File: src/rtl/alu_seq.sv
// Sequential ALU: single-cycle logic/arith, bit-serial shifts, shift-and-add multiply.
// Define ALU_MUL_EN to build op 15 as the iterative multiplier; otherwise op 15 is a NOP.
module alu_seq #(
  parameter int WIDTH = 16,
  parameter int SHW   = $clog2(WIDTH) + 1
) (
  input  logic             clk,
  input  logic             rst,
  input  logic             in_valid,
  output logic             in_ready,
  input  logic [3:0]       op,
  input  logic [WIDTH-1:0] a,
  input  logic [WIDTH-1:0] b,
  input  logic             flush,
  input  logic             flags_load,
  input  logic [3:0]       flags_in,
  output logic             out_valid,
  output logic [WIDTH-1:0] result,
  output logic [3:0]       flags
);

  typedef enum logic [3:0] {
    OP_NOP, OP_NOT, OP_PASSA, OP_PASSB, OP_INC, OP_DEC, OP_ADD, OP_SUB,
    OP_AND, OP_OR, OP_SHL, OP_SHR, OP_SETC, OP_CLRC, OP_ADC, OP_MUL
  } op_t;

`ifdef ALU_MUL_EN
  typedef enum logic [1:0] {IDLE, SHIFT, MUL} state_t;
`else
  typedef enum logic [1:0] {IDLE, SHIFT} state_t;
`endif

  state_t           state;
  logic [SHW-1:0]   cnt;
  logic [WIDTH-1:0] shReg;
  logic             shLeft;

  op_t              opc;
  logic [SHW-1:0]   shAmt;
  logic             isShift;

  assign opc      = op_t'(op);
  assign shAmt    = b[SHW-1:0];
  assign isShift  = ((opc == OP_SHL) || (opc == OP_SHR)) && (shAmt != '0);
  assign in_ready = (state == IDLE) && !flush;

  logic [WIDTH:0]   sum;
  logic             v, arith, logicOp;
  logic [WIDTH-1:0] sRes;
  logic [3:0]       sFlags;

  always_comb begin
    sum     = '0;
    v       = 1'b0;
    arith   = 1'b0;
    logicOp = 1'b0;
    sRes    = '0;
    sFlags  = flags;
    case (opc)
      OP_NOT:   begin sRes = ~a;    logicOp = 1'b1; end
      OP_PASSA: begin sRes = a;     logicOp = 1'b1; end
      OP_PASSB: begin sRes = b;     logicOp = 1'b1; end
      OP_AND:   begin sRes = a & b; logicOp = 1'b1; end
      OP_OR:    begin sRes = a | b; logicOp = 1'b1; end
      OP_INC: begin
        sum   = {1'b0, a} + (WIDTH+1)'(1);
        v     = ~a[WIDTH-1] & sum[WIDTH-1];
        arith = 1'b1;
      end
      OP_DEC: begin
        sum   = {1'b0, a} - (WIDTH+1)'(1);
        v     = a[WIDTH-1] & ~sum[WIDTH-1];
        arith = 1'b1;
      end
      OP_ADD, OP_ADC: begin
        sum   = {1'b0, a} + {1'b0, b} + ((opc == OP_ADC) ? (WIDTH+1)'(flags[2]) : '0);
        v     = (a[WIDTH-1] == b[WIDTH-1]) && (sum[WIDTH-1] != a[WIDTH-1]);
        arith = 1'b1;
      end
      OP_SUB: begin
        sum   = {1'b0, a} - {1'b0, b};
        v     = (a[WIDTH-1] != b[WIDTH-1]) && (sum[WIDTH-1] != a[WIDTH-1]);
        arith = 1'b1;
      end
      // Only reached for a zero shift amount: pass a through, keep C.
      OP_SHL, OP_SHR: begin
        sRes   = a;
        sFlags = {1'b0, flags[2], a[WIDTH-1], ~|a};
      end
      OP_SETC: sFlags[2] = 1'b1;
      OP_CLRC: sFlags[2] = 1'b0;
      default: ;
    endcase
    if (arith) begin
      sRes   = sum[WIDTH-1:0];
      sFlags = {v, sum[WIDTH], sum[WIDTH-1], ~|sum[WIDTH-1:0]};
    end
    if (logicOp)
      sFlags = {flags[3:2], sRes[WIDTH-1], ~|sRes};
  end

  // One shift step; the accept edge itself performs the first step.
  logic [WIDTH-1:0] stepIn, stepVal;
  logic             stepLeft, stepC;
  logic [3:0]       shFlags;

  always_comb begin
    stepIn   = (state == IDLE) ? a : shReg;
    stepLeft = (state == IDLE) ? (opc == OP_SHL) : shLeft;
    stepVal  = stepLeft ? {stepIn[WIDTH-2:0], 1'b0} : {1'b0, stepIn[WIDTH-1:1]};
    stepC    = stepLeft ? stepIn[WIDTH-1] : stepIn[0];
    shFlags  = {1'b0, stepC, stepVal[WIDTH-1], ~|stepVal};
  end

`ifdef ALU_MUL_EN
  logic [2*WIDTH-1:0] acc, mcd, accNext;
  logic [WIDTH-1:0]   mpl, mulLo;
  logic               mulHi;

  assign accNext = acc + (mpl[0] ? mcd : '0);
  assign mulLo   = accNext[WIDTH-1:0];
  assign mulHi   = |accNext[2*WIDTH-1:WIDTH];
`endif

  always_ff @(posedge clk or posedge rst) begin
    if (rst) begin
      state     <= IDLE;
      cnt       <= '0;
      shReg     <= '0;
      shLeft    <= 1'b0;
      result    <= '0;
      flags     <= '0;
      out_valid <= 1'b0;
`ifdef ALU_MUL_EN
      acc       <= '0;
      mcd       <= '0;
      mpl       <= '0;
`endif
    end else begin
      out_valid <= 1'b0;
      if (flush) begin
        state <= IDLE;
      end else begin
        case (state)
          IDLE: if (in_valid) begin
            if (isShift) begin
              shReg  <= stepVal;
              shLeft <= (opc == OP_SHL);
              cnt    <= shAmt - SHW'(1);
              if (shAmt == SHW'(1)) begin
                result    <= stepVal;
                flags     <= shFlags;
                out_valid <= 1'b1;
              end else begin
                state <= SHIFT;
              end
            end
`ifdef ALU_MUL_EN
            else if (opc == OP_MUL) begin
              acc   <= b[0] ? {{WIDTH{1'b0}}, a} : '0;
              mcd   <= {{(WIDTH-1){1'b0}}, a, 1'b0};
              mpl   <= b >> 1;
              cnt   <= SHW'(WIDTH - 1);
              state <= MUL;
            end
`endif
            else begin
              result    <= sRes;
              flags     <= sFlags;
              out_valid <= 1'b1;
            end
          end
          SHIFT: begin
            shReg <= stepVal;
            cnt   <= cnt - SHW'(1);
            if (cnt == SHW'(1)) begin
              result    <= stepVal;
              flags     <= shFlags;
              out_valid <= 1'b1;
              state     <= IDLE;
            end
          end
`ifdef ALU_MUL_EN
          MUL: begin
            acc <= accNext;
            mcd <= mcd << 1;
            mpl <= mpl >> 1;
            cnt <= cnt - SHW'(1);
            if (cnt == SHW'(1)) begin
              result    <= mulLo;
              flags     <= {mulHi, mulHi, mulLo[WIDTH-1], ~|mulLo};
              out_valid <= 1'b1;
              state     <= IDLE;
            end
          end
`endif
          default: state <= IDLE;
        endcase
      end
      if (flags_load)
        flags <= flags_in;
    end
  end

endmodule

File: config.mk
export PLATFORM = sky130hd
export DESIGN_NAME = alu_seq
export DESIGN_NICKNAME = d
export VERILOG_FILES = /design/src/rtl/alu_seq.sv
export SDC_FILE = /design/constraint.sdc
export NUM_CORES = 1
export LEC_CHECK = 0
export CAP_MARGIN = 20
export CORE_UTILIZATION = 55
export CTS_BUF_LIST = sky130_fd_sc_hd__clkbuf_8 sky130_fd_sc_hd__clkbuf_16
export CTS_CLUSTER_SIZE = 12
export DETAILED_ROUTE_END_ITERATION = 8
export PLACE_DENSITY = 0.76
export SETUP_SLACK_MARGIN = 0.02
export SYNTH_ARGS = -nofsm -noshare
export SYNTH_HDL_FRONTEND = slang
export SYNTH_SLANG_ARGS = --single-unit
File: constraint.sdc
create_clock -name clk -period 8.6 [get_ports clk]
set_input_delay 1.72 -clock clk [delete_from_list [all_inputs] [get_ports clk]]
set_output_delay 1.72 -clock clk [all_outputs]
set_load 0.02 [all_outputs]
After elaboration in Yosys (flattened, before gate mapping)
Cells that the tools add are included.
Widths: inputs -> output; s select.

cells by class
  equal/unequal tests = 37
  add/subtract/negate cells = 7
  muxes and demuxes = 46
  reductions and logical operators = 30
  bitwise logic cells = 8

operator list
  cell                   count
  $mux 16                9
  $pmux 16 s5            1
  $pmux 17 s4            1
  $pmux 16 s2            2
  $reduce_or 16->1       4
  $mux 4                 8
  $eq 4x4->1 const B     7
  $ne 3x3->1 const B     6
  $add 16x1->17 const B  1
  $add 16x16->17         1
  $add 17x1->17          1
  $sub 16x1->17 const B  1
  $sub 16x16->17         1
  $and 16x16->16         1
  $eq 4x3->1 const B     4
  $not 16->16            1
  $or 16x16->16          1
  $reduce_and 7->1       2
  $mux 2                 6
  $reduce_and 4->1       3
  $mux 1                 11
  $eq 5x1->1 const B     2
  $mux 5                 2
  $pmux 5 s2             1
  32 further kinds       51

word-level totals
  bits of input ports = 45
  output and inout bits = 22
  logic and storage cells = 137
  flip-flop bits (word level) = 45

Longest topological paths before layout
  depth after elaboration = 13
  gate-level depth with buffers = 17
  mapped depth without buffers = 15

Worst setup path before layout
OpenSTA, ideal clock, no wires.

  path type = input to register
  from = input port op[1]
  to = register flags[0]
  arrival time = 5.090 ns
  path slack = 3.444 ns
  stages on the path = 17
  path buffers = 3
  data required time = 8.534 ns
  setup time = 0.066 ns
  cells stage by stage = buf_2 -> and3b_1 -> clkbuf_1 -> buf_4 -> nand3_1 -> fa_1 -> fa_1 -> nand2b_1 -> a211oi_1 -> o21ai_0 -> a21oi_1 -> o2111ai_1 -> a222oi_1 -> nand4_1 -> nor4_1 -> o211ai_1 -> nand2_1

between the ends
  longest elaborated chain between the ends = 13
  elaborated cells on any way between the ends = 46
  those cells by class = 1 x add/sub; 14 x eq/ne; 17 x mux; 14 x reduce/logical

RTL lines
  item                                                 line    text
  from (decl)                                          11      input logic [3:0] op,
  $eq 4x4->1                                           59, 76
  $mux 1                                               76      sum = {1'b0, a} + {1'b0, b} + ((opc == OP_ADC) ? (WIDTH+1)'(flags[2]) : '0);
  $add 17x1->17                                        76
  $pmux 17 s4                                          59      case (opc)
  $mux 16 or $reduce_or 16->1 (tied branches)          94, 96
  $reduce_or 16->1 or $logic_not 1->1 (tied branches)  99, 96
  $logic_not 1->1 or $mux 4 (tied branches)            99, 94
  $mux 4                                               98      if (logicOp)
  $mux 4                                               146     if (isShift) begin
  $mux 4                                               145     IDLE: if (in_valid) begin
  $pmux 4 s2                                           144     case (state)
  $mux 4                                               141     if (flush) begin
  $mux 4                                               200     if (flags_load)
  to (signal assigned)                                 152     flags <= shFlags;
  to (signal assigned)                                 169     flags <= sFlags;
  to (signal assigned)                                 201     flags <= flags_in;
  to (decl)                                            19      output logic [3:0] flags

Several ways; a longest one is shown, not always the timed one. The select of a mux whose other input is x is not followed.
A chain may end at the register's enable or synchronous reset.

Worst setup path after layout
  from = input port op[2]
  to = register flags[0]

Same word-level chain as after synthesis.

==> results.md <==
- Worst R2R Path Depth: 12
- # rows: 40
- Worst reg2reg setup slack: 4430 ps
- Number of setup buffers added after CTS: 0
- Net Sw Frac: 40.7%
- Area Overhead vs Synth: 11.5%
- Crit path max fanout: 33
- Setup Slack @ Placement: 1940 ps
- Nets: 1,033
- Final slew viol count: 0
- Synth Area in Compound Gates: 31.9%
- Ys Warns: 0
- CTS Sinks: 44
- Routability Congestion: 0.965
- Post-synthesis simple-gate area fraction: 23.7%
- WL final: 22,500 um
- Via density: 6.86
- Initial antenna violation count: 0
- Comb power frac: 47.4%
- Layout cells sized above 1: 7.00%
- CP dominant cell by count: fa_1
- Largest net degree at the start of global routing: 45
- Hold Fails Final Rpt: 0
- Post-DRT Antenna Nets: 0
- Clock share of power: 22.1%
- CORE AREA: about 12,000 um2
- Vias in the first global route: around 6,500
- IO Count: 67
- Global-route wire length before repair: around 36,000 um
- CP startpoint kind: input port
- Starting Density: 56.3%
- Fraction of synthesized cell area in xor and xnor cells: ~2.5%
- Post-Synth Adder-Cell Area: 11.5%
- Largest family of logic cells by synthesized area: compound AO/OA/AOI/OAI gates
- Net Sw Power: 0.000413 W
- Reg2reg end: flags[0]$_DFFE_PP0P_
- PnR worst setup slack: 2140 ps
- Endpoint type of the worst setup path: flop
- Status: finished clean
- H-tree depth: 2
- Pre-antenna DRT Iters: 6
- Vias: 7,376
- Clock buffer depth: 2
- Flops & latches, synth: 44
- Synth top area cells: dfrtp_1 16%, ha_1 11%, a21oi_1 6.2%
- Internal Power: ~0.0006 W
- Number of enable flip-flop cells after synthesis: 0
- Critical Path, Cell by Cell: clkdlybuf4s50_1 -> buf_4 -> and3b_1 -> nand3_1 -> fa_1 -> fa_1 -> nand2b_1 -> a211oi_1 -> o21ai_0 -> a21oi_1 -> o2111ai_1 -> a222oi_1 -> nand4_1 -> nor4_1 -> o211ai_1 -> nand2_1
- Post-CTS Hold Buffers: 0
- Buffers on Ports: 66
- # diodes: 0
- DRC viols: 0
- DIE WIDTH: roughly 110 um
- CTS resizes: 0
- DP HPWL: 16,900 um
- Synth cell count leaders: 83 x a21oi_1, 83 x nor2_1, 67 x nand2_1
- Final setup vio count: 0
- Initial DRC Count: 951
- Mapped Cells: 915
- Syn avg cell area: 7.36 um2
- Critical Path Source: op[2]
- Die area: 12,700 um2
- DR WL/cell: 20.9 um
- Root buf cell: clkbuf_16
- Worst slew margin: 34.8%
- Synth Cell Area: 6730 um2
- Leading area contributor after synthesis: dfrtp_1
- Number of max-cap violations: 0
- Worst path required time: 8840 ps
- Tmin final: roughly 6500 ps
- Main synth FF type: dfrtp_1
- CP Class: in2reg
- Sum of negative setup slack: 0 ps
- Mux cell area share after synthesis: around 5.5%
- Crit path to: flags[0]$_DFFE_PP0P_
- Final Cycle Share: 75.1%
- Synthesized Nets: 1,020
- RSZ-0062 raised after global routing: false
- Gr ovfl total: 0
- Die Y: 113 um
- Actual slew at the worst max-slew pin: between 900 and 1000 ps
- CTS tree: done
- GRT Total Usage: 35.4%
- Synth unique cells: 86
- Max Clock Freq: 155 MHz
- Async set or reset register ratio after synthesis: 100%
- Placed insts: 1,067
- Arrival time at the worst endpoint: 6700 ps
- Skew-Pair Late Insertion Delay: 300 ps
- Crit-path slowest cell: and3b_1
- Pleak: about 3 nW
- Sequential fraction of the synthesis area: 16.4%
- Clk pin slew, worst setup/hold paths: 70 ps
- Class of the worst hold path: reg2reg
- Seq pwr share: between 30% and 40%
- Top-area cell type share of the netlist area: 16.4%
- CTS Buf Count: 5
- Slowest stage delay, CP: 630 ps
- Peak supply drop: 0.0863 mV
- Non-Filler Instances: approximately 1,100
- Pwr dens: ~140 nW/um2
- Worst flop-to-flop path startpoint: state[0]$_DFFE_PP0P_
- Clock skew: a little under 8 ps
layer usage:
metal  global-route usage (%)  routed length (um)  vias up
met5                        0                   0        -
met2                     53.8                9580      462
li1                         -                   -     3444
met3                     5.99                2430       84
met1                     51.1                9730     3386
met4                     10.2                 792        0
kinds of logic (layout without fill, tap and decap cells):
family	after synthesis	in the layout
AO/OA/AOI/OAI	316	316
XOR/XNOR	19	19
adder cells (fa/ha/maj)	60	60
buffers and inverters	132	146
flip-flops	44	44
multiplexers	35	35
AND/OR/NAND/NOR	309	309
how the worst min path moves through the flow:
stage                                      start                endpoint  cells past startpoint
after detailed placement  result[13]$_DFFE_PP0P_  result[13]$_DFFE_PP0P_                      1
after global routing      result[13]$_DFFE_PP0P_  result[13]$_DFFE_PP0P_                      1
after CTS                 result[13]$_DFFE_PP0P_  result[13]$_DFFE_PP0P_                      1
final                      result[0]$_DFFE_PP0P_   result[0]$_DFFE_PP0P_                      2
after global placement    result[13]$_DFFE_PP0P_  result[13]$_DFFE_PP0P_                      1
after floorplan             shReg[2]$_DFFE_PP0P_    shReg[2]$_DFFE_PP0P_                      1
cells in the final DEF (no fill, tap or decap), drive strengths merged, types with 19 or more instances in the layout:
master / instances
nor2: 83
nand2: 67
o21ai: 62
dfrtp: 44
inv: 57
nand3: 19
mux2i: 20
nor2b: 19
ha: 57
clkdlybuf4s50: 66
nor3: 36
a211oi: 24
a21oi: 84
metrics by stage:
stage	utilization, %	cell area (um2)	hold slack, ps	total power [W]
2_1_floorplan	-	6730	495	0.000620
5_1_grt	62.8	7510	508	0.00107
3_5_place_dp	61.3	7330	470	0.000781
6_report	62.8	7510	478	0.00101
4_1_cts	62.7	7500	485	0.00101
3_3_place_gp	61.3	7330	460	0.000775
flip-flops by register name (all words and copies together) (netlist names):
signal     cells
out_valid      1
result        16
shReg         16
cnt            5
state          1
flags          4
shLeft         1
layout make-up:
cell class / count / area [um2]
multi-input combinational: 739 / 5070
fill: 1120 / 4450
sequential: 44 / 1100
timing repair buffer: 79 / 758
inverter: 59 / 221
tap: 147 / 184
clock buffer: 5 / 125
clock inverter: 3 / 46.3
power groups by stage:
stage / combinational [W] / clock [W] / sequential [W]
2_1_floorplan: 0.000304 / 0 / 0.000315
3_3_place_gp: 0.000463 / 0 / 0.000311
3_5_place_dp: 0.000469 / 0 / 0.000311
4_1_cts: 0.000472 / 0.000227 / 0.000308
5_1_grt: 0.000520 / 0.000236 / 0.000315
6_report: 0.000481 / 0.000224 / 0.000309
critical path: cells and delay by family:
family | cells | cell delay, ps
AOI/OAI and AO/OA | 6 | 1750
and+or+nand+nor | 6 | 1620
adders and majority gates | 2 | 840
buffers and inverters | 2 | 760
No activity file was read; power rests on OpenSTA's default activity.
